## config.mk

```make
export PLATFORM = sky130hd
export DESIGN_NAME = sd_cmd_tx
export DESIGN_NICKNAME = d
export VERILOG_FILES = /design/src/rtl/sd_pkg.sv /design/src/rtl/sd_crc7.sv /design/src/rtl/sd_cmd_tx.sv
export SDC_FILE = /design/constraint.sdc
export NUM_CORES = 1
export LEC_CHECK = 0
export BUFFER_PORTS_ARGS = -buffer_cell sky130_fd_sc_hd__buf_2
export CELL_PAD_IN_SITES_DETAIL_PLACEMENT = 1
export CELL_PAD_IN_SITES_GLOBAL_PLACEMENT = 1
export CORE_UTILIZATION = 35
export CTS_CLUSTER_DIAMETER = 60
export DETAILED_ROUTE_END_ITERATION = 8
export PLACE_DENSITY_LB_ADDON = 0.3
export SLEW_MARGIN = 40
export SYNTH_ARGS = -nofsm -noshare
export SYNTH_HDL_FRONTEND = slang
export SYNTH_SLANG_ARGS = --single-unit
```

## constraint.sdc

```tcl
create_clock -name clk -period 2 [get_ports clk]
set_input_delay 0 -clock clk [delete_from_list [all_inputs] [get_ports clk]]
set_output_delay 0 -clock clk [all_outputs]
set_load 0.03 [all_outputs]
```

## src/rtl/sd_pkg.sv

```systemverilog
// Shared SD host definitions: frame geometry, CRC7 polynomial and the command TX state type.
// The serial CRC step lives here so the response receiver can reuse the same update rule.
package sd_pkg;

  localparam int         SD_CMD_FRAME_BITS = 48;
  localparam int         SD_CMD_HDR_BITS   = SD_CMD_FRAME_BITS - 8;
  localparam logic [6:0] SD_CRC7_POLY      = 7'h09;

  // state     | meaning
  // IDLE      | ready for a command, line released
  // WAIT_EDGE | fields captured, waiting for the first sd_clk fall
  // SHIFT     | driving start/transmission/index/argument bits
  // CRC       | driving crc7[6]..crc7[0]
  // END       | driving the end bit
  // GAP       | holding CMD high for the Ncc gap before release
  typedef enum logic [2:0] {
    IDLE,
    WAIT_EDGE,
    SHIFT,
    CRC,
    END,
    GAP
  } sd_cmd_tx_state_t;

  function automatic logic [6:0] crc7_step(input logic [6:0] crc, input logic din);
    logic fb;
    fb = din ^ crc[6];
    return {crc[5:0], 1'b0} ^ (fb ? SD_CRC7_POLY : 7'h00);
  endfunction

endpackage

```

## src/rtl/sd_crc7.sv

```systemverilog
// Serial CRC7 (x^7 + x^3 + 1), one bit per enabled clk, synchronous clear.
module sd_crc7
  import sd_pkg::*;
(
  input  logic       clk,
  input  logic       res_n,
  input  logic       clear,
  input  logic       en,
  input  logic       din,
  output logic [6:0] crc
);

  logic [6:0] r_crc;

  always_ff @(posedge clk or negedge res_n) begin
    if (!res_n) begin
      r_crc <= '0;
    end else if (clear) begin
      r_crc <= '0;
    end else if (en) begin
      r_crc <= crc7_step(r_crc, din);
    end
  end

  assign crc = r_crc;

endmodule

```

## src/rtl/sd_cmd_tx.sv

```systemverilog
// SD command frame transmitter: 48-bit frame with on-the-fly CRC7, driven on sd_clk falling edges,
// followed by an Ncc gap of CMD held high before the pad is released.
module sd_cmd_tx
  import sd_pkg::*;
#(
  parameter int NCC_CYCLES = 8
) (
  input  logic        clk,
  input  logic        res_n,
  input  logic        sd_clk,
  input  logic        cmd_valid,
  output logic        cmd_ready,
  input  logic [5:0]  cmd_index,
  input  logic [31:0] cmd_arg,
  output logic        cmd_out,
  output logic        cmd_oe,
  output logic        busy,
  output logic        done
);

  localparam int GAP_W = (NCC_CYCLES < 2) ? 1 : $clog2(NCC_CYCLES + 1);

  sd_cmd_tx_state_t           r_state, w_state_nxt;
  logic [SD_CMD_HDR_BITS-1:0] r_shift, w_shift_nxt;
  logic [5:0]                 r_bit_cnt, w_bit_cnt_nxt;
  logic [GAP_W-1:0]           r_gap_cnt, w_gap_cnt_nxt;
  logic                       r_cmd_out, w_cmd_out_nxt;
  logic                       r_cmd_oe, w_cmd_oe_nxt;
  logic                       r_done, w_done_nxt;
  logic                       r_sd_clk_q;

  logic       w_fall;
  logic       w_ready;
  logic       w_crc_clear;
  logic       w_crc_en;
  logic       w_crc_din;
  logic [6:0] w_crc;

  assign w_fall  = r_sd_clk_q & ~sd_clk;
  // Held low during the done cycle so a new command is taken no earlier than done+1.
  assign w_ready = (r_state == IDLE) && !r_done;

  sd_crc7 u_crc7 (
    .clk   (clk),
    .res_n (res_n),
    .clear (w_crc_clear),
    .en    (w_crc_en),
    .din   (w_crc_din),
    .crc   (w_crc)
  );

  always_ff @(posedge clk or negedge res_n) begin
    if (!res_n) begin
      r_state    <= IDLE;
      r_shift    <= '0;
      r_bit_cnt  <= '0;
      r_gap_cnt  <= '0;
      r_cmd_out  <= 1'b1;
      r_cmd_oe   <= 1'b0;
      r_done     <= 1'b0;
      r_sd_clk_q <= 1'b0;
    end else begin
      r_state    <= w_state_nxt;
      r_shift    <= w_shift_nxt;
      r_bit_cnt  <= w_bit_cnt_nxt;
      r_gap_cnt  <= w_gap_cnt_nxt;
      r_cmd_out  <= w_cmd_out_nxt;
      r_cmd_oe   <= w_cmd_oe_nxt;
      r_done     <= w_done_nxt;
      r_sd_clk_q <= sd_clk;
    end
  end

  always_comb begin
    w_state_nxt   = r_state;
    w_shift_nxt   = r_shift;
    w_bit_cnt_nxt = r_bit_cnt;
    w_gap_cnt_nxt = r_gap_cnt;
    w_cmd_out_nxt = r_cmd_out;
    w_cmd_oe_nxt  = r_cmd_oe;
    w_done_nxt    = 1'b0;
    w_crc_clear   = 1'b0;
    w_crc_en      = 1'b0;
    w_crc_din     = r_shift[SD_CMD_HDR_BITS-1];

    unique case (r_state)
      IDLE: begin
        if (cmd_valid && w_ready) begin
          w_shift_nxt = {2'b01, cmd_index, cmd_arg};
          w_crc_clear = 1'b1;
          w_state_nxt = WAIT_EDGE;
        end
      end

      WAIT_EDGE: begin
        if (w_fall) begin
          w_cmd_out_nxt = r_shift[SD_CMD_HDR_BITS-1];
          w_cmd_oe_nxt  = 1'b1;
          w_shift_nxt   = {r_shift[SD_CMD_HDR_BITS-2:0], 1'b0};
          w_crc_en      = 1'b1;
          w_bit_cnt_nxt = 6'd39;
          w_state_nxt   = SHIFT;
        end
      end

      SHIFT: begin
        if (w_fall) begin
          w_cmd_out_nxt = r_shift[SD_CMD_HDR_BITS-1];
          w_shift_nxt   = {r_shift[SD_CMD_HDR_BITS-2:0], 1'b0};
          w_crc_en      = 1'b1;
          // Count 1 means frame bit 8 is going out now; the CRC is complete on the next fall.
          if (r_bit_cnt == 6'd1) begin
            w_bit_cnt_nxt = 6'd6;
            w_state_nxt   = CRC;
          end else begin
            w_bit_cnt_nxt = r_bit_cnt - 6'd1;
          end
        end
      end

      CRC: begin
        if (w_fall) begin
          w_cmd_out_nxt = w_crc[r_bit_cnt[2:0]];
          if (r_bit_cnt == 6'd0) begin
            w_state_nxt = END;
          end else begin
            w_bit_cnt_nxt = r_bit_cnt - 6'd1;
          end
        end
      end

      END: begin
        if (w_fall) begin
          w_cmd_out_nxt = 1'b1;
          w_gap_cnt_nxt = GAP_W'(NCC_CYCLES);
          w_state_nxt   = GAP;
        end
      end

      GAP: begin
        w_cmd_out_nxt = 1'b1;
        if (w_fall) begin
          if (r_gap_cnt == '0) begin
            w_cmd_oe_nxt = 1'b0;
            w_done_nxt   = 1'b1;
            w_state_nxt  = IDLE;
          end else begin
            w_gap_cnt_nxt = r_gap_cnt - GAP_W'(1);
          end
        end
      end

      default: begin
        w_state_nxt = IDLE;
      end
    endcase
  end

  assign cmd_ready = w_ready;
  assign cmd_out   = r_cmd_out;
  assign cmd_oe    = r_cmd_oe;
  assign busy      = (r_state != IDLE);
  assign done      = r_done;

endmodule
```

==> results.toml <==
[worst_setup_path]
cp_num_cells = 4
r2r_cells = 4
cpLargestDelayFamily = "compound AO/OA/AOI/OAI gates"
r2r_start = "r_state[2]"
crit_fanout = 9
critPathCaptureType = "register"
critical-path-max-stage-delay_ns = 0.57
r2r_setup_slack_ns = 0.18
cp_slowest_cell = "or3b_1"
critPathKind = "reg -> reg"
crit_start = "r_state[2]"
cp-start-kind = "register"
r2r-end = "r_bit_cnt[3]"
worst-endpoint-required_ns = 2.24
crit_buf_inv = 0
critPathArrivalTime_ns = 2.05
crit_chain = "or3b_1 -> a211oi_4 -> a21oi_1 -> a311oi_1"
crit_end = "r_bit_cnt[3]"

[timing]
setup_slack_ns = 0.1824
tightest_slew_ns = 0.5111
tns_ns = 0
hold_violations = 0
holdWs_ns = 0.02305
clock-skew-final_ns = 0.005743
setup_viol = 0
slew_headroom_pct = 65.76
layout_min_cycle_time_ns = 1.818
fin_crit_sh_pct = 90.88
rsz0062_at_grt = "no"
max_freq_mhz = 550.2
maxSlewViolCount = 0

[synthesis]
async_flop_share_pct = 100.0
synth_flop_cell = "dfrtp_1"
yosys_warnings = 0
synth_nets = 373
synth_edf_count = 0
synth.area.top_cells = "dfrtp_1 (48%), mux2i_1 (12%), a21oi_1 (7.1%)"
synth_area_leader_cell = "dfrtp_1"
synth_cell_type_count = 48
synth.yosys.seq_area_share_pct = 48.67
synth_top_area_share_pct = 47.87
synth_common_cells = "dfrtp_1 (63), nor2_1 (51), a21oi_1 (47)"
synth_cells = 326
netlist_area_um2 = 3293
syn_area_per_cell_um2 = 10.10
ys_ff_latch = 64
yosysMostFrequentCell = "dfrtp_1"

[job]
cap_violations = 0

[routing]
wire_per_inst_um = 15.19
via_per_inst = 5.124
wl_um = 8083
vias = 2726
ant_nets = 0
drc = 0
drtIter0Drc = 82
dr.pass1.iters = 4

[place]
gp_congestion = 0.7303
dp_hpwl_um = 5175
port-buffer-count = 46
placed_area_um2 = 3700
pre_cts_ws_ns = 0.1989

[clocking]
clk_latency_ns = 0.34
ctsResizeCount = 0
path_clk_slew_ns = 0.07
cts_tree = "built"
post-cts-setup-buffers = 0
cts-root-buf = "clkbuf_8"
cts_buffers = 9
cts_sinks = 64
clock_path_buffers = 2
cts-htree-levels = 3

[floorplanning]
core_um2 = 9196
core.rowCount = 35
die_w_um = 99
io_pins = 47
dieArea_um2 = 9801
die_y_um = 99
start_util_pct = 35.81

[global_route]
grt_remaining_overflow = 0
grt_antenna_before_repair = 0
grt_usage_pct = 17.72
first_global_vias = 2819
grt_max_degree = 65
grt_pass1_wl_um = 13590

[finish]
area_delta_synth_final_pct = 30.89
stdcell_area_um2 = 4310
final_util_pct = 46.87
drive_above_1_share_pct = 20.67
antenna_cells = 0
final_nets = 464

[power_and_ir_drop]
comb_power_share_pct = 42.7
internal_power_mw = 3.717
p_switching_mw = 2.173
switching_share_pct = 36.89
cellPowerDensity_nw_per_um2 = 1366
seq_power_share_pct = 36.0
vdd_drop_max_mv = 0.5574
clkPwrFrac_pct = 21.2
leakage_nw = 2.074

[worst_hold_path]
hold_path.class = "in -> reg"
min-delay-start = "cmd_arg[29]"

[run_status]
status = "finished clean"
-- worst reg2reg max path, cell delays in order, from the launching register on --
cell and delay [ns]:
dfrtp_1 0.38, or3b_1 0.58, a211oi_4 0.42, a21oi_1 0.12, a311oi_1 0.22
-- routing by layer --
metal,part of all wire (%),vias up,track usage (%)
met2,49,40,29.59
met5,0,-,0
li1,-,1338,-
met3,2.6,7,3.617
met4,1.3,0,6.200
met1,47,1341,22.85
-- kinds of logic (layout without fill, tap and decap cells) --
family / Yosys count / in the layout / share of synthesized area (%)
multiplexers: 41 / 41 / 12.50
buffers and inverters: 27 / 122 / 4.483
AO/OA/AOI/OAI: 86 / 86 / 16.72
flip-flops: 64 / 64 / 48.67
adder cells (fa/ha/maj): 5 / 5 / 1.900
XOR/XNOR: 3 / 3 / 1.026
AND/OR/NAND/NOR: 100 / 100 / 14.70
-- through the flow --
stage / std cells / total power, mW
global route: 532 / 6.333
finish: 532 / 5.890
CTS: 532 / 5.977
global placement: 478 / 4.532
detailed placement: 478 / 4.636
floorplan: 326 / 3.991
-- area by class of cell --
cell class              count  area, µm²
clock buffers              12      155.1
clock inverters             3      65.06
fillers                  1042       4886
inverters                   6      22.52
multi-input cells         235       1548
flip-flops and latches     64       1603
well taps                 111      138.9
repair buffers            101      778.2
-- layout by cell type, fill, tap and decap left out, types with 2 or more instances in the layout --
master         Yosys  routed
clkbuf_8           0      11
nand2b_1           5       5
buf_12             0       3
a31oi_1            4       4
a22o_1             9       9
nand2_1           11      11
nand3_1            6       6
o211a_1            2       2
a21oi_1           47      47
buf_4              5      13
nand3b_1           4       4
bufinv_16          0       2
nor2b_1            4       4
nor3_1             3       3
ha_1               5       5
or3_1              2       2
xnor2_1            2       2
dfrtp_1           63      63
o21ai_0            9       9
nand4_1            2       2
nor2_1            51      51
and3_1             2       2
buf_2              7      46
o2bb2ai_1          3       3
mux2i_1           40      40
inv_1              6       6
o31ai_1            2       2
o211ai_1           2       2
dlygate4sd3_1      0      39
-- state kept, by name, summed over array words and instances, names as in the netlist --
| name | count |
|---|---|
| r_gap_cnt | 4 |
| r_sd_clk_q | 1 |
| cmd_out | 1 |
| r_state | 3 |
| r_shift | 40 |
| r_bit_cnt | 6 |
| cmd_oe | 1 |
| done | 1 |
| u_crc7.crc | 7 |
-- power by group through the flow --
stage               clock, mW  combinational [mW]  sequential (mW)
finish                   1.25                2.52             2.12
global route             1.34                2.81             2.18
CTS                      1.30                2.56             2.12
detailed placement          0                2.49             2.15
global placement            0                2.41             2.13
floorplan                   0                1.92             2.08
-- worst min-delay path by stage --
stage / endpoint / slack (ns) / cells past startpoint
floorplan: cmd_oe / -0.30 / 0
global placement: r_gap_cnt[2] / 0.05 / 2
detailed placement: r_gap_cnt[1] / 0.05 / 2
CTS: r_shift[29] / 0.01 / 3
global route: r_shift[29] / 0.03 / 3
finish: r_shift[29] / 0.02 / 3
-- timing repair --
| item | in CTS | in global routing |
|---|---|---|
| endpoints found under the setup margin | 0 | 0 |
| hold buffers | 39 | 0 |
| hold endpoints to repair | 102 | 0 |
(Power assumes the default switching activity.)
